==> config.mk <==
export PLATFORM = sky130hd
export DESIGN_NAME = hazard_control_unit
export DESIGN_NICKNAME = d
export VERILOG_FILES = /design/src/rtl/hazard_control_unit.sv
export SDC_FILE = /design/constraint.sdc
export NUM_CORES = 1
export LEC_CHECK = 0
export CAP_MARGIN = 5
export CORE_UTILIZATION = 34
export DETAILED_ROUTE_END_ITERATION = 8
export GPL_ROUTABILITY_DRIVEN = 0
export GPL_TIMING_DRIVEN = 0
export PLACE_DENSITY = 0.6
export SYNTH_ARGS = -nofsm -noshare
export SYNTH_HDL_FRONTEND = slang
export SYNTH_SLANG_ARGS = --single-unit
export TNS_END_PERCENT = 30
==> constraint.sdc <==
create_clock -name clk -period 2.7 [get_ports clk]
set_input_delay 0.54 -clock clk [delete_from_list [all_inputs] [get_ports clk]]
set_output_delay 0.54 -clock clk [all_outputs]
set_load 0.1 [all_outputs]
==> src/rtl/hazard_control_unit.sv <==
// rtl/hazard_control_unit.sv - pipeline hazard sequencer: load-use stall, branch squash, memory-wait freeze
module hazard_control_unit #(
  parameter int REG_W        = 5,
  parameter int CNT_W        = 16,
  parameter int WAIT_TIMEOUT = 64
) (
  input  logic             clk,
  input  logic             rst_n,
  input  logic [REG_W-1:0] IFID_Rs,
  input  logic [REG_W-1:0] IFID_Rt,
  input  logic             IFID_UsesRt,
  input  logic [REG_W-1:0] IDEX_Rt,
  input  logic             IDEX_MemRead,
  input  logic             EX_BranchTaken,
  input  logic             MEM_Req,
  input  logic             MEM_Ready,
  output logic             PCWrite,
  output logic             IFID_Write,
  output logic             IFID_Flush,
  output logic             IDEX_Bubble,
  output logic             PipeFreeze,
  output logic [2:0]       hz_action,
  output logic [2:0]       hz_state,
  output logic [CNT_W-1:0] stall_cnt,
  output logic [CNT_W-1:0] flush_cnt,
  output logic             mem_timeout
);

  typedef enum logic [2:0] {
    INIT     = 3'd0,
    RUN      = 3'd1,
    LU_STALL = 3'd2,
    FLUSH    = 3'd3,
    MEM_WAIT = 3'd4
  } action_t;

  localparam int              WAIT_W   = $clog2(WAIT_TIMEOUT + 1);
  localparam logic [WAIT_W-1:0] WAIT_MAX = WAIT_W'(WAIT_TIMEOUT);

  action_t           state_q;
  action_t           action;
  logic [WAIT_W-1:0] wait_cnt;
  logic              lu_hazard;

  assign lu_hazard = IDEX_MemRead && (IDEX_Rt != '0) &&
                     ((IDEX_Rt == IFID_Rs) || (IFID_UsesRt && (IDEX_Rt == IFID_Rt)));

  always_comb begin
    action = RUN;
    if (!rst_n || state_q == INIT)  action = INIT;
    else if (MEM_Req && !MEM_Ready) action = MEM_WAIT;
    else if (EX_BranchTaken)        action = FLUSH;
    else if (lu_hazard)             action = LU_STALL;
  end

  always_comb begin
    {PCWrite, IFID_Write, IFID_Flush, IDEX_Bubble, PipeFreeze} = 5'b00011;
    case (action)
      RUN:      {PCWrite, IFID_Write, IFID_Flush, IDEX_Bubble, PipeFreeze} = 5'b11000;
      LU_STALL: {PCWrite, IFID_Write, IFID_Flush, IDEX_Bubble, PipeFreeze} = 5'b00010;
      FLUSH:    {PCWrite, IFID_Write, IFID_Flush, IDEX_Bubble, PipeFreeze} = 5'b11110;
      MEM_WAIT: {PCWrite, IFID_Write, IFID_Flush, IDEX_Bubble, PipeFreeze} = 5'b00001;
      default:  {PCWrite, IFID_Write, IFID_Flush, IDEX_Bubble, PipeFreeze} = 5'b00011;
    endcase
  end

  assign hz_action = action;
  assign hz_state  = state_q;

  always_ff @(posedge clk or negedge rst_n) begin
    if (!rst_n) begin
      state_q     <= INIT;
      wait_cnt    <= '0;
      stall_cnt   <= '0;
      flush_cnt   <= '0;
      mem_timeout <= 1'b0;
    end else begin
      // The INIT hold is recorded as RUN so that it lasts exactly one cycle.
      state_q <= (action == INIT) ? RUN : action;
      if ((action == LU_STALL || action == MEM_WAIT) && stall_cnt != '1)
        stall_cnt <= stall_cnt + CNT_W'(1);
      if (action == FLUSH && flush_cnt != '1)
        flush_cnt <= flush_cnt + CNT_W'(1);
      if (action == MEM_WAIT) begin
        if (wait_cnt != WAIT_MAX)
          wait_cnt <= wait_cnt + WAIT_W'(1);
        if (wait_cnt == WAIT_MAX - WAIT_W'(1) || wait_cnt == WAIT_MAX)
          mem_timeout <= 1'b1;
      end else begin
        wait_cnt <= '0;
      end
    end
  end

endmodule

==> flow_summary.json <==
{
  "reg2reg_slack_ns": 0.61,
  "p_sw_frac": 0.471,
  "cts_tree": "built",
  "cts-root-buf": "clkbuf_8",
  "r2r_cells": 7,
  "fin_crit_sh": 0.982,
  "maxCapViolations": 0,
  "syn-num-nets": 224,
  "final_common_cell": "clkdlybuf4s50_1",
  "crit_required_ns": 2.16,
  "cp-endpoint": "PCWrite",
  "grt_pass1_vias": 1639,
  "yosysTopAreaCell": "dfrtp_1",
  "hold_violations": 0,
  "drc": 0,
  "clock_skew_ns": 0.00623,
  "worst_slew_pin_slew_ns": 1.00,
  "multiInputGateArea_um2": 1110,
  "combPwrFrac": 0.442,
  "hp-class": "in2async",
  "synth.area.top_cells": "dfrtp_1, xnor2_1, nand3_1, xor2_1, nand4_1",
  "cp-end-kind": "primary output",
  "syn2layout_area_growth_pct": 45.2,
  "ys_seq_area_frac": 0.503,
  "dpl_cell_area_um2": 2980,
  "place_inst": 339,
  "synth.avg_cell_area_um2": 10.8,
  "grt_usage": 0.158,
  "layout_common_cells": "clkdlybuf4s50_1, dfrtp_1, xnor2_1, nand3_1, nand2_1",
  "netlist-cell-type-count": 31,
  "routed_wl_mm": 4.67,
  "clk_latency_ns": 0.30,
  "antenna_found_initial": 0,
  "vias": 1689,
  "status": "complete, no violations",
  "seq_power_share": 0.373,
  "rsz0062_at_grt": "true",
  "syn_area_um2": 2140,
  "r2r_end": "flush_cnt[14]",
  "design_area_um2": 3100,
  "postRouteAntennaNets": 0,
  "grt_max_degree": 41,
  "power_density_nw_per_um2": 695,
  "die_w_um": 81.3,
  "yosysTopAreaCellShare": 0.503,
  "startpoint": "IDEX_Rt[1]",
  "setup_viol": 0,
  "ys_ff_latch": 43,
  "utilization": 0.518,
  "crit_type": "in2out",
  "drive_gt1_frac": 0.147,
  "initial_core_util": 0.357,
  "final.fill_count": 568,
  "min_period_ns": 2.65,
  "drt_iter0_drc": 61,
  "grt_overflow": 0,
  "crit_arrival_ns": 2.11,
  "core_area_um2": 5990,
  "max_freq_mhz": 377,
  "dp_hpwl_mm": 3.48,
  "antenna_cells": 0,
  "io_pins": 66,
  "clk_pin_slew_ns": 0.08,
  "num_rows": 28,
  "preCtsSetupSlack_ns": -1.18,
  "start_kind": "primary input",
  "cts_sinks": 43,
  "layoutNonFillerInstCount": 348,
  "p_clk_frac": 0.185,
  "grt_pass1_wl_mm": 7.90,
  "dieArea_um2": 6610,
  "detail_route.first_pass.iterations": 4,
  "port_buffers": 65,
  "internal-power_mw": 1.14,
  "cts_buffers": 5,
  "wl_per_cell_um": 13.4,
  "synth_warnings": 0,
  "power.switching_mw": 1.02,
  "regArea_um2": 1090,
  "leakagePower_nw": 1.24,
  "path_max_fanout": 4,
  "worst_slack_ns": 0.0482,
  "slew_headroom": 0.331,
  "h-tree-depth": 2,
  "die_y_um": 81.3,
  "clockBufferDepth": 2,
  "syn_inst": 198,
  "drv_slew": 0,
  "via_per_inst": 4.85,
  "peakVddDrop_mv": 0.671,
  "r2r_start": "hz_state[1]",
  "nets": 298
}
==> Yosys cell counts, drive strengths merged <==
library cell  count
and4              2
nand2            16
nor3              3
nand3            20
o31a              1
nand2b            4
nand4            11
buf               2
mux2i             1
inv               7
mux2              2
o22ai             1
a31oi             4
a21oi             3
xor2              8
o21a              4
nor4              2
nor2             12
ha                4
o21ai             2
o31ai             1
or4b              1
or3               3
dfrtp            43
nor3b             1
xnor2            35
or4               1
and3              4
==> flip-flops by register name (all words and copies together) (netlist names) <==
register / cells
flush_cnt: 16
stall_cnt: 16
wait_cnt: 7
hz_state: 3
mem_timeout: 1
==> power by group through the flow <==
| stage | logic, mW | clock network (mW) | registers, mW |
|---|---|---|---|
| 2_1_floorplan | 0.212 | 0 | 1.31 |
| 3_3_place_gp | 0.945 | 0 | 0.821 |
| 3_5_place_dp | 0.950 | 0 | 0.821 |
| 4_1_cts | 0.958 | 0.413 | 0.809 |
| 5_1_grt | 1.00 | 0.449 | 0.823 |
| 6_report | 0.955 | 0.398 | 0.806 |
==> cell type report <==
class / count / area share
Buffer: 2 / 0.00605
Clock buffer: 6 / 0.0234
Clock inverter: 2 / 0.00403
Inverter: 7 / 0.00967
Multi-Input combinational cell: 146 / 0.357
Sequential cell: 43 / 0.350
Tap cell: 75 / 0.0302
Timing Repair Buffer: 67 / 0.219
==> critical path: stages <==
cell	delay [ns]
dlygate4sd2_1	0.28
or4_4	0.55
o21a_4	0.25
a31oi_4	0.18
buf_4	0.15
buf_12	0.16
==> how the worst min path moves through the flow <==
stage,to,cells past startpoint,start
detailed placement,wait_cnt[4],1,rst_n
global route,wait_cnt[4],1,rst_n
CTS,wait_cnt[4],1,rst_n
finish,wait_cnt[2],1,rst_n
floorplan,flush_cnt[0],0,rst_n
global placement,mem_timeout,1,mem_timeout
==> metrics by stage <==
stage / TNS [ns] / hold slack, ns / power, mW
after floorplan: -0.454 / 0.244 / 1.52
after global placement: -79.64 / 0.457 / 1.77
after detailed placement: -7.83 / 0.382 / 1.77
after CTS: -0.0464 / 0.0615 / 2.18
after global routing: -0.00398 / 0.0559 / 2.27
final: 0 / 0.0632 / 2.16
==> per-layer routing <==
layer,vias to the layer above,part of all wire,GRT usage
met3,7,0.051,0.0483
met1,810,0.46,0.207
met2,33,0.48,0.250
met4,0,0.0096,0.0429
met5,-,0,0
li1,839,-,-
==> logic make-up (layout without fill, tap and decap cells) <==
| kind of cell | Yosys count | count (layout) | synth area share |
|---|---|---|---|
| AO/OA/AOI/OAI | 16 | 16 | 0.0655 |
| multiplexers | 3 | 3 | 0.0152 |
| buffers and inverters | 9 | 84 | 0.0211 |
| XOR/XNOR | 43 | 43 | 0.176 |
| flip-flops | 43 | 43 | 0.503 |
| adder cells (fa/ha/maj) | 4 | 4 | 0.0234 |
| AND/OR/NAND/NOR | 80 | 80 | 0.195 |
==> what timing repair did <==
item | in CTS | in global routing
gates resized for setup | 54 | 8
gates cloned | 0 | 0
buffers inserted | 1 | 0
hold buffers | 0 | 0
pin swaps | 1 | 1
endpoints found under the setup margin | 8 | 9
No activity file was read; power rests on OpenSTA's default activity.
==> RTL change 1: new RTL, same settings <==
Set the parameter `WAIT_TIMEOUT` to 128 (it was 64).
--- a/src/rtl/hazard_control_unit.sv
+++ b/src/rtl/hazard_control_unit.sv
@@ -2,7 +2,7 @@
 module hazard_control_unit #(
   parameter int REG_W        = 5,
   parameter int CNT_W        = 16,
-  parameter int WAIT_TIMEOUT = 64
+  parameter int WAIT_TIMEOUT = 128
 ) (
   input  logic             clk,
   input  logic             rst_n,
Formal check against the unedited RTL: no difference found for any inputs over 10 cycles, from zero or initial values and one cycle with rst_n low; that may be too few to reach the edited logic, so the function may still have changed.
==> RTL change 1 against the original RTL <==
Worst hold slack better by 0.012 ns. Area after synthesis up 5.1%. Cell area up 5.5%. Global-route usage fell by 1.1 points. Total power increased by 6.3%. Wire length increased by 2.2%. Setup slack lost 0.011 ns. Clock power grew 26%. First-iteration DRC count fell by 15%. Sequential cell count up 1. Sequential power increased by 2%. Sequential share of layout area shrank 1.1 points.
==> RTL change 1: results (changes against the original RTL) <==
Route
  • Final wirelength: 4.77 mm (+2.2%)
  • Via Count: 1,794 (+6.2%)
  • First DRT Iteration DRCs: 52 (-15%)

Critical path
  • R2r worst-path depth: 8 (+1)
  • CP max FO: 3 (-1)
  • Crit path launch: IDEX_Rt[2]
  • Critical path endpoint: IDEX_Bubble
  • Reg-to-Reg End: stall_cnt[14]$_DFFE_PN0P_

Logic synthesis
  • Distinct cells, synth: 37 (+19%)
  • Largest cells by area after synthesis: dfrtp_1, xor2_1, xnor2_1
  • Synth Area in Compound Gates: 5.40% (-1.2 points)
  • Synth Area in Adders: 2.23% (-0.11 points)
  • Post-synthesis mux area share: 1.00% (-0.52 points)
  • Post-synth top cells: dfrtp_1, nor2_1, xor2_1, xnor2_1, nand3_1
  • Syn nets: 245 (+9.4%)

Placement
  • Dpl cell area: 0.00307 sq mm (+3.0%)
  • Detail Placement HPWL: 3.65 mm (+5.0%)

Global routing
  • All-Layer GR Usage: 14.7% (-1.1 points)
  • M2 GR Usage: 23.2% (-1.8 points)
  • Met3 Usage GRT: 3.28% (-1.6 points)
  • First-pass GRT wire length: 8.27 mm (+4.6%)
  • Largest net degree at the start of global routing: 40 (-2.4%)

Power and ir drop
  • Peak VDD IR: 0.514 mV (-23%)
  • LEAKAGE: 1.40 nW (+13%)

Final layout
  • FILL cells: 587 (+3.3%)
  • FF/Latch Area: 0.00111 sq mm (+2.1%)
  • Largest registers: flush_cnt: 16 flops, stall_cnt: 16 flops, wait_cnt: 8 flops
  • Final nets: 323 (+8.4%)

STA
  • Period minus WS final: 2.66 ns (+0.0107 ns)
  • Clk_skew: 0.00774 ns (+0.00151 ns)

Status
  • Status: finished clean
[RTL change 1: changes by cell type after synthesis, moves of 3 or more]
cell     delta
xor2_1     +17
nor2_1     +15
xnor2_1    -14
a21oi_1     +4
inv_1       +4
nand3_1     -4
o21a_1      -3
or3_1       -3
[RTL change 1: per-stage QoR]
stage	setup WS (ns)	hold slack [ns]	instances
2_1_floorplan	-0.359	0.244	219
3_3_place_gp	-2.53	0.454	361
3_5_place_dp	-1.50	0.402	362
4_1_cts	0.0156	0.0700	373
5_1_grt	-0.0678	0.0697	375
6_report	0.0375	0.0752	375
[RTL change 1: worst max-delay path, cell delays in order]
cell and delay [ns]:
dlygate4sd2_1 0.27, xor2_1 0.17, nor4_2 0.31, a32oi_2 0.19, nor2_4 0.20, nor2_4 0.08, a21oi_4 0.17, buf_12 0.19
[RTL change 1: how the worst min path moves through the flow]
stage | from | end | slack (ns)
after floorplan | rst_n | flush_cnt[0]$_DFFE_PN0P_ | 0.24
after global placement | mem_timeout$_DFFE_PN0P_ | mem_timeout$_DFFE_PN0P_ | 0.45
after detailed placement | rst_n | flush_cnt[12]$_DFFE_PN0P_ | 0.40
after CTS | rst_n | flush_cnt[12]$_DFFE_PN0P_ | 0.07
after global routing | rst_n | flush_cnt[12]$_DFFE_PN0P_ | 0.07
final | rst_n | flush_cnt[12]$_DFFE_PN0P_ | 0.08
[RTL change 1: routing by layer]
layer,part of all wire [%],routed length [um]
met1,48,2310
met2,47,2220
met3,3.8,183
met4,1.2,58
met5,0,0
[RTL change 1: area by class of cell]
| cell class | count | area share (%) |
|---|---|---|
| plain buffers | 3 | 0.994 |
| clock buffers | 6 | 2.22 |
| clock inverters | 2 | 1.07 |
| inverters | 11 | 1.38 |
| multi-input cells | 161 | 35.4 |
| flip-flops and latches | 44 | 33.9 |
| well taps | 77 | 2.94 |
| repair buffers | 71 | 22.1 |
[RTL change 1: repair_timing]
action	CTS	global route
pin swaps	6	0
endpoints found under the setup margin	8	5
buffers inserted	3	2
cloned	0	0
endpoints found under the hold margin	0	0
gates resized for setup	75	0
[RTL change 1: where the power goes]
part | switching, mW | leakage, nW | internal, mW
clock network | 0.227 | 0.0552 | 0.275
registers | 0.0898 | 0.584 | 0.729
logic | 0.721 | 0.765 | 0.253
[RTL change 1: cell families (layout without fill, tap and decap cells)]
family                   count (synthesis)  count (layout)
AO/OA/AOI/OAI                           17              17
adder cells (fa/ha/maj)                  4               4
buffers and inverters                   14              93
flip-flops                              44              44
AND/OR/NAND/NOR                         92              92
multiplexers                             2               2
XOR/XNOR                                46              46
==> RTL change 2: new RTL, same settings <==
Without the edit above. Register the output `flush_cnt` once more, with the module's reset; this adds one clock of latency there. The other outputs are not delayed to match.
--- a/src/rtl/hazard_control_unit.sv
+++ b/src/rtl/hazard_control_unit.sv
@@ -37,6 +37,8 @@
   localparam int              WAIT_W   = $clog2(WAIT_TIMEOUT + 1);
   localparam logic [WAIT_W-1:0] WAIT_MAX = WAIT_W'(WAIT_TIMEOUT);
 
+  logic [CNT_W-1:0] flush_cnt_s0;
+
   action_t           state_q;
   action_t           action;
   logic [WAIT_W-1:0] wait_cnt;
@@ -72,15 +74,15 @@
       state_q     <= INIT;
       wait_cnt    <= '0;
       stall_cnt   <= '0;
-      flush_cnt   <= '0;
+      flush_cnt_s0 <= '0;
       mem_timeout <= 1'b0;
     end else begin
       // The INIT hold is recorded as RUN so that it lasts exactly one cycle.
       state_q <= (action == INIT) ? RUN : action;
       if ((action == LU_STALL || action == MEM_WAIT) && stall_cnt != '1)
         stall_cnt <= stall_cnt + CNT_W'(1);
-      if (action == FLUSH && flush_cnt != '1)
-        flush_cnt <= flush_cnt + CNT_W'(1);
+      if (action == FLUSH && flush_cnt_s0 != '1)
+        flush_cnt_s0 <= flush_cnt_s0 + CNT_W'(1);
       if (action == MEM_WAIT) begin
         if (wait_cnt != WAIT_MAX)
           wait_cnt <= wait_cnt + WAIT_W'(1);
@@ -92,5 +94,13 @@
     end
   end
 
+  always_ff @(posedge clk or negedge rst_n) begin
+    if (!rst_n) begin
+      flush_cnt <= '0;
+    end else begin
+      flush_cnt <= flush_cnt_s0;
+    end
+  end
+
 endmodule
 
Function: changed (a bounded check fails within 4 cycles, from zero or initial values and one cycle with rst_n low).
==> RTL change 2 against the original RTL <==
Synthesized cell count is 10% higher. Via count is 8.8% higher. Area after synthesis is 21% higher. Total power is 37% higher. First-iteration DRC count is 41% higher. Global-route usage is 1.1 points lower. Cell area is 20% higher. Wire length is 10% higher. Sequential power is 36% higher. Critical path depth stayed put. Setup slack worse by 0.0085 ns. Sequential cell count is 16 higher. Largest cell class is now registers.
==> RTL change 2: results (changes against the original RTL) <==
Status
  • Status: finished clean

Logic synthesis
  • Synth Area in XOR/XNOR: 14.9% (-2.7 points)
  • Post-synthesis mux area share: 1.26% (-0.26 points)
  • Largest cells by area after synthesis: dfrtp_1, xnor2_1, xor2_1
  • Sequential area share after synthesis: 57.3% (+6.9 points)
  • Syn nets: 244 (+8.9%)
  • Gate count of the mapped netlist: 218 (+10%)
  • Distinct cells, synth: 35 (+13%)
  • Post-synth top cells: dfrtp_1, xnor2_1, nand3_1, nor2_1, nand2_1
  • Synth Area in Adders: 1.94% (-0.40 points)
  • Synth Area in Compound Gates: 4.85% (-1.7 points)

Global routing
  • Largest net degree at the start of global routing: 32 (-22%)
  • All-Layer GR Usage: 14.7% (-1.1 points)
  • Vias in the first global route: 1,813 (+11%)
  • First-pass GRT wire length: 8.69 mm (+10%)

CTS
  • Worst skew pair latency: 0.33 ns (+0.03 ns)
  • CTS H-Tree Depth: 3 (+1)
  • TritonCTS Buffers: 9 (+4)

Power and ir drop
  • Peak VDD IR: 0.671 mV (about the same)
  • Clock Power Share: 30.3% (+12 points)
  • Comb power frac: 32.5% (-12 points)
  • Int Pwr: 1.78 mW (+56%)
  • LEAKAGE: 1.57 nW (+26%)
  • Switch Pwr: 1.18 mW (+16%)

Placement
  • Pre-CTS setup slack: -1.18 ns (-0.00446 ns)
  • Detail Placement HPWL: 3.66 mm (+5.3%)
  • Dpl cells: 383 (+13%)
  • Dpl cell area: 0.00343 sq mm (+15%)

Final layout
  • Largest registers: flush_cnt: 16 flops, flush_cnt_s0: 16 flops, stall_cnt: 16 flops
  • Clk tree area frac: 6.10% (+3.4 points)
  • Share of post-route cells with drive strength above 1: 17.9% (+3.3 points)
  • FILL cells: 677 (+19%)
  • Final-layout clock buffer total: 10 (+4)
  • Final nets: 322 (+8.1%)
  • Inverter count: 9 (+2)
  • Non-clock buffering overhead: 19.4% (-3.2 points)
  • Multi-input combinational area share: 30.4% (-5.3 points)
  • Non-clk bufs: 70 (+1.4%)
  • Multi-input gate area in the final layout: 0.00113 sq mm (+1.7%)
  • Top cell category: registers
  • FFs & Latches: 59 (+37%)
  • Seq/total area: 39.9% (+4.9 points)
  • Finished Layout Cells: 400 (+15%)

Critical path
  • R2r worst-path depth: 7 (unchanged)
  • R2R Setup Slk: 0.69 ns (+0.08 ns)
  • Reg-to-Reg End: flush_cnt_s0[11]$_DFFE_PN0P_
  • Critical R2R Launch: flush_cnt_s0[3]$_DFFE_PN0P_

Route
  • Final wirelength: 5.15 mm (+10%)
  • First DRT Iteration DRCs: 86 (+41%)
  • Via density: 4.60 (-5.3%)

STA
  • Relative slew slack: 33.2% (+0.10 points)
  • Clk_skew: 0.00804 ns (+0.00181 ns)

Min path
  • Hold Crit Class: input pin to async pin
RTL change 2: changes by cell type after synthesis, moves of 4 or more:
cell,change
nor3_1,+4
nor2_1,+5
xnor2_1,-4
dfrtp_1,+16
xor2_1,+5
RTL change 2: routing by layer:
layer	vias to the layer above	GRT usage (%)	part of all wire, %
li1	901	-	-
met1	889	18.3	46
met2	41	23.5	48
met3	7	4.43	5.2
met4	0	6.93	0.99
met5	-	0	0
RTL change 2: how the worst min path moves through the flow:
stage / endpoint / slack [ns] / cells after the start
finish: wait_cnt[4]$_DFFE_PN0P_ / 0.07 / 1
global route: flush_cnt[3]$_DFF_PN0_ / 0.08 / 1
CTS: flush_cnt_s0[10]$_DFFE_PN0P_ / 0.07 / 1
global placement: flush_cnt[6]$_DFF_PN0_ / 0.40 / 0
detailed placement: flush_cnt[6]$_DFF_PN0_ / 0.39 / 0
floorplan: flush_cnt[0]$_DFF_PN0_ / 0.24 / 0
